<file path="config.mk">
export PLATFORM = sky130hd
export DESIGN_NAME = add3_acc_sched
export DESIGN_NICKNAME = d
export VERILOG_FILES = /design/src/rtl/add3_pkg.sv /design/src/rtl/add3_lane_acc.sv /design/src/rtl/add3_acc_sched.sv
export SDC_FILE = /design/constraint.sdc
export NUM_CORES = 1
export LEC_CHECK = 0
export CAP_MARGIN = 20
export CORE_UTILIZATION = 40
export DETAILED_ROUTE_END_ITERATION = 10
export PLACE_DENSITY = 0.62
export SLEW_MARGIN = 15
export SYNTH_ARGS = -nofsm -noshare
export SYNTH_HDL_FRONTEND = slang
export SYNTH_SLANG_ARGS = --single-unit
</file>
<file path="constraint.sdc">
create_clock -name clk -period 3.4 [get_ports clk]
set_clock_uncertainty 0.05 [all_clocks]
set_input_delay 0.34 -clock clk [delete_from_list [all_inputs] [get_ports clk]]
set_output_delay 0.34 -clock clk [all_outputs]
set_load 0.02 [all_outputs]
</file>
<file path="src/rtl/add3_pkg.sv">
// add3_pkg: shared constants, scheduler state encoding and psum type for the add3 accumulator.
package add3_pkg;
  localparam int LANES = 3;
  localparam int DW = 8;
  localparam int AW = 32;
  localparam int LEN_W = 8;
  typedef enum logic [1:0] {S_IDLE, S_RUN, S_DONE} sched_state_t;
  typedef logic signed [AW-1:0] psum_t;
endpackage

</file>
<file path="src/rtl/add3_lane_acc.sv">
// add3_lane_acc: one lane, sign-extended act+wgt added into a wrapping accumulator.
module add3_lane_acc #(
  parameter int DW = add3_pkg::DW,
  parameter int AW = add3_pkg::AW
) (
  input  logic                 clk,
  input  logic                 rst,
  input  logic                 clr,
  input  logic                 en,
  input  logic [DW-1:0]        act,
  input  logic [DW-1:0]        wgt,
  output logic signed [AW-1:0] acc
);
  logic [DW:0] sum;
  logic [AW-1:0] acc_q, acc_d;
  assign sum = {act[DW-1], act} + {wgt[DW-1], wgt};
  assign acc_d = clr ? '0 : en ? acc_q + {{(AW-DW-1){sum[DW]}}, sum} : acc_q;
  always_ff @(posedge clk or posedge rst)
    if (rst) acc_q <= '0;
    else acc_q <= acc_d;
  assign acc = acc_q;
endmodule

</file>
<file path="src/rtl/add3_acc_sched.sv">
// add3_acc_sched: job sequencer that streams operand beats into per-lane accumulators
// and presents the registered psums on a valid/ready result port.
module add3_acc_sched #(
  parameter int LANES = add3_pkg::LANES,
  parameter int DW = add3_pkg::DW,
  parameter int AW = add3_pkg::AW,
  parameter int LEN_W = add3_pkg::LEN_W
) (
  input  logic                clk,
  input  logic                rst,
  input  logic                cmd_valid,
  output logic                cmd_ready,
  input  logic [LEN_W-1:0]    cmd_len,
  input  logic                in_valid,
  output logic                in_ready,
  input  logic [LANES*DW-1:0] in_act,
  input  logic [LANES*DW-1:0] in_wgt,
  output logic                out_valid,
  input  logic                out_ready,
  output logic [LANES*AW-1:0] out_psum,
  output logic                busy
);
  import add3_pkg::*;
  sched_state_t state_q, state_d;
  logic [LEN_W-1:0] cnt_q, cnt_d, len_q, len_d;
  logic cmd_hs, in_hs, out_hs, last;
  assign cmd_ready = state_q == S_IDLE;
  assign in_ready = state_q == S_RUN;
  assign out_valid = state_q == S_DONE;
  assign busy = state_q != S_IDLE;
  assign cmd_hs = cmd_valid & cmd_ready;
  assign in_hs = in_valid & in_ready;
  assign out_hs = out_valid & out_ready;
  assign last = cnt_q == len_q - LEN_W'(1);
  assign cnt_d = cmd_hs ? '0 : in_hs ? cnt_q + LEN_W'(1) : cnt_q;
  assign len_d = cmd_hs ? cmd_len : len_q;
  always_comb begin
    state_d = state_q;
    if (cmd_hs) state_d = (cmd_len == '0) ? S_DONE : S_RUN;
    else if (in_hs && last) state_d = S_DONE;
    else if (out_hs) state_d = S_IDLE;
  end
  always_ff @(posedge clk or posedge rst)
    if (rst) begin
      state_q <= S_IDLE;
      cnt_q <= '0;
      len_q <= '0;
    end else begin
      state_q <= state_d;
      cnt_q <= cnt_d;
      len_q <= len_d;
    end
  // Accumulators clear on command accept, so out_psum is always the register contents.
  for (genvar i = 0; i < LANES; i++) begin : g_lane
    add3_lane_acc #(.DW(DW), .AW(AW)) u_lane (
      .clk(clk),
      .rst(rst),
      .clr(cmd_hs),
      .en(in_hs),
      .act(in_act[i*DW +: DW]),
      .wgt(in_wgt[i*DW +: DW]),
      .acc(out_psum[i*AW +: AW])
    );
  end
endmodule

</file>
==> metrics.md <==
| Metric | Value |
|---|---|
| Design area | approximately 0.017 mm2 |
| Setup violators final | 33 |
| Switching share of power | a little over two fifths |
| Metal-1 WL | about 14000 um |
| Grt total ovfl | 0 |
| Initial Utilization | between 40% and 50% |
| CTS root buf | clkbuf_16 |
| Placer Congestion | approximately 0.87 |
| Adder-cell share of the synthesized area | 17.45% |
| Final period util | 111.0% |
| RSZ-0062 raised after global routing | yes |
| Share of cells above drive strength 1 | a little under 40% |
| Crit path buffers/inverters | 5 |
| Syn avg cell area | approximately 8.5 um2 |
| Largest net degree at the start of global routing | slightly below 50 |
| Via-to-Cell Ratio | 5.256 |
| CTS H-tree depth | 4 |
| Placed Cells | 1921 |
| Antenna cell count | 0 |
| Crit Path Class | input pin to flip-flop |
| Worst Setup End Kind | flip-flop |
| Combinational share of power | around 70% |
| Post-Synth XOR/XNOR Area | 9.728% |
| Main synth FF type | dfrtp_1 |
| Crit path time final | around 3800 ps |
| DP Worst Slack | -1312 ps |
| Core Area | between 0.02 and 0.025 mm2 |
| Fraction of registers with async set or reset after synthesis | 100.0% |
| Drt first pass iters | 6 |
| Mux contribution to synthesized area | less than 1% |
| Routed Antenna Nets | 0 |
| Synthesized flop and latch total | ~110 |
| Post-Synthesis Cells | between 1k and 1.5k |
| Vias in the first global route | around 11k |
| Initial antenna violation count | 2 |
| Slew headroom | between 50% and 60% |
| Initial DRC count | 500 |
| Clk pin slew, worst setup/hold paths | about 50 ps |
| DRC violations left | 0 |
| Largest family of logic cells by synthesized area | compound AO/OA/AOI/OAI gates |
| Final Max Tran Viols | 0 |
| Post-synth EDFFs | 0 |
| Fmax | 265.0 MHz |
| Yosys warns | 0 |
| Int Power | between 9 and 10 mW |
| Ports | 161 |
| Metal3 WL | about 1200 um |
| Crit-path max FO | 6 |
| Via count | roughly 11k |
| Final WL | between 30000 and 40000 um |
| Met2 wire len | between 15000 and 20000 um |
| Max Cap Viol | 0 |
| Worst path slowest cell | fa_2 |
| Crit path arrival time | between 4000 and 5000 ps |
| Failing checks | negative setup slack |
| Complex-gate fraction of the synthesized area | roughly a quarter |
| Gr usage total | between 20% and 30% |
| CTS tree | yes |
| Final net count | 1884 |
| Final cell count without fillers | between 2k and 2.5k |
| Setup ws final | -373.6 ps |
| Simple-gate portion of the synthesized area | between 15 and 20% |
| Sequential share of the synthesized area | 28.29% |
| Port Buffers | 160 |
| Die W | around 160 um |
| Worst-Skew Late Latency | between 400 and 500 ps |
| Synth Net Count | 1381 |
| Switching power total | roughly 7 mW |
| Slew of the pin with the lowest slew margin | ~740 ps |
| Top routing layer used | met5 |
| Clk buf depth | 2 |
| Site Rows | 57 |
| Worst stage delay on the critical path | approximately 370 ps |
| Die ar. | between 0.02 and 0.03 mm2 |
| Final hold viol count | 0 |
| Final HPWL DP | around 22000 um |
| CP Cell Sequence | buf_6, ha_4, inv_2, fa_2, nor2b_4, o21ai_2, a21boi_2, o21ai_2, a21oi_2, clkinvlp_4, buf_6, ha_4, a21oi_4, nor2_2, a211oi_2, a21oi_2, o221a_4, a2111oi_4, buf_4, o41ai_1, a31oi_1, xor2_1, o21ai_1 |
| P&R area growth vs syn | 70.68% |
| Maximum VDD drop | between 400 and 500 uV |
| Hold Crit Class | input pin to flip-flop |
| DP Area | roughly 0.015 mm2 |
| Die Span Y | around 160 um |
| CP top delay family | compound AO/OA/AOI/OAI gates |
| First-pass GRT wire length | a little over 50000 um |
| Mapped Area | between 0.01 and 0.015 mm2 |
| Drt wl/cell | between 15 and 20 um |
| Leak Pwr | 7.897 nW |
| Status | finished with violations |
| Num CTS Buffers | 17 |
| Required time of the critical path | 3640 ps |
| # clock sinks | around 110 |
| Clk pwr share | 12.5% |
| Unique masters post-synth | 74 |
| CP startpoint kind | input pin |
| P per Cell Area | 955.0 mW/mm2 |
| Sequential power share | between 10% and 20% |
| Power consumption | 16.44 mW |
final timing paths:
| check | from | slack (ps) | cells after the start | end |
|---|---|---|---|---|
| setup / recovery | in_wgt[8] | -370 | 23 | g_lane[1].u_lane.acc[30] |
| hold / removal | in_act[16] | 330 | 4 | g_lane[2].u_lane.acc[0] |
| setup reg to reg | g_lane[2].u_lane.acc[0] | 370 | 13 | g_lane[2].u_lane.acc[30] |
| hold reg to reg | len_q[7] | 450 | 2 | len_q[7] |
| max in group asynchronous | rst | 2140 | 3 | g_lane[1].u_lane.acc[1] |
| min in group asynchronous | rst | 360 | 2 | g_lane[2].u_lane.acc[2] |
power groups by stage:
stage / combinational, mW / sequential [mW] / clock, mW
2_1_floorplan: 5.35 / 3.20 / 0
3_3_place_gp: 9.72 / 2.71 / 0
3_5_place_dp: 9.90 / 2.73 / 0
4_1_cts: 10.6 / 2.73 / 2.09
5_1_grt: 12.6 / 2.86 / 2.15
6_report: 11.6 / 2.76 / 2.06
timing repair:
action / CTS / global route
endpoints found under the setup margin: 64 / 56
cloned: 2 / 0
pin swaps: 116 / 164
endpoints found under the hold margin: 0 / 0
hold buffers: 0 / 0
resized for setup: 187 / 165
buffers inserted: 45 / 38
layer usage:
| layer | vias to the layer above | global-route usage, % |
|---|---|---|
| met2 | 205 | 42.23 |
| li1 | 5256 | - |
| met1 | 5124 | 30.64 |
| met3 | 40 | 4.339 |
| met4 | 2 | 6.775 |
| met5 | - | 0 |
tightest hold or removal path: cells and delay by family:
kind	cells	cell delay [ps]
compound gates	1	120
fa+ha+maj	2	230
buf+inv	1	70
layout make-up:
cell class	instances	area [um2]
Fill cell	1847	7323
Inverter	53	206.4
Clock inverter	12	212.7
Multi-Input combinational cell	988	8668
Sequential cell	114	2853
Tap cell	324	405.4
Clock buffer	19	432.9
Timing Repair Buffer	512	4432
per-stage QoR:
| step | TNS [ps] | util [%] | hold WS (ps) |
|---|---|---|---|
| final | -5445 | 70.15 | 330.3 |
| after global routing | -12230 | 70.15 | 322.9 |
| after CTS | -4641 | 66.46 | 313.4 |
| after detailed placement | -59040 | 60.16 | 440.8 |
| after global placement | -55840 | 60.16 | 441.4 |
| after floorplan | -20350 | - | 395.4 |
cells by family after synthesis:
| family | Yosys count |
|---|---|
| AOI/OAI and AO/OA | 395 |
| and+or+nand+nor | 338 |
| adders and majority gates | 137 |
| DFF | 114 |
| xor gates and xnor gates | 112 |
| buffers and inverters | 82 |
| muxes | 5 |
sequential cells by signal (all words and copies together), names as in the netlist:
signal and count:
len_q 8, state_q 2, cnt_q 8, g_lane.u_lane.acc 96
placed cells by master (no fill, tap or decap), drive strengths merged, types with 8 or more instances in the layout:
cell / instances
dlygate4sd2: 9
nand4: 17
nor2: 65
nor3: 10
a21oi: 98
inv: 51
nand3: 17
and3: 11
a22o: 11
ha: 131
buf: 364
xor2: 59
nand2b: 14
xnor2: 53
o21a: 8
a21o: 52
o21ai: 149
dfrtp: 114
nand2: 160
nor2b: 10
clkdlybuf4s50: 133
a31oi: 13
clkbuf: 21
synthesized netlist by cell type (3+ instances only):
| cell | number | share of area (%) |
|---|---|---|
| o21a_1 | 8 | 0.60 |
| and4_1 | 6 | 0.52 |
| a22o_1 | 11 | 0.96 |
| nand3_1 | 17 | 0.84 |
| inv_1 | 53 | 2.0 |
| xnor2_1 | 53 | 4.6 |
| nand2_1 | 158 | 5.9 |
| a2111oi_4 | 3 | 0.82 |
| o21ai_0 | 135 | 6.7 |
| dfrtp_1 | 114 | 28 |
| or3_1 | 5 | 0.31 |
| xor2_1 | 59 | 5.1 |
| a21boi_0 | 5 | 0.37 |
| nand4_1 | 17 | 1.1 |
| and2_1 | 7 | 0.43 |
| a21o_1 | 51 | 3.8 |
| o211ai_1 | 6 | 0.45 |
| a211oi_1 | 4 | 0.30 |
| clkbuf_1 | 26 | 0.97 |
| nor2b_1 | 9 | 0.56 |
| a221oi_1 | 3 | 0.26 |
| fa_1 | 6 | 1.2 |
| o31a_1 | 4 | 0.35 |
| ha_1 | 131 | 16 |
| o21bai_1 | 7 | 0.52 |
| nor3_1 | 10 | 0.50 |
| nand2b_1 | 14 | 0.87 |
| o21ai_1 | 11 | 0.55 |
| and3_1 | 11 | 0.68 |
| or2_2 | 4 | 0.25 |
| nor3b_1 | 6 | 0.45 |
| a21oi_1 | 97 | 4.8 |
| nor2_1 | 65 | 2.4 |
| a31oi_1 | 12 | 0.74 |
| mux2i_1 | 5 | 0.50 |
| o22ai_1 | 3 | 0.19 |
No activity file was read; power rests on OpenSTA's default activity.
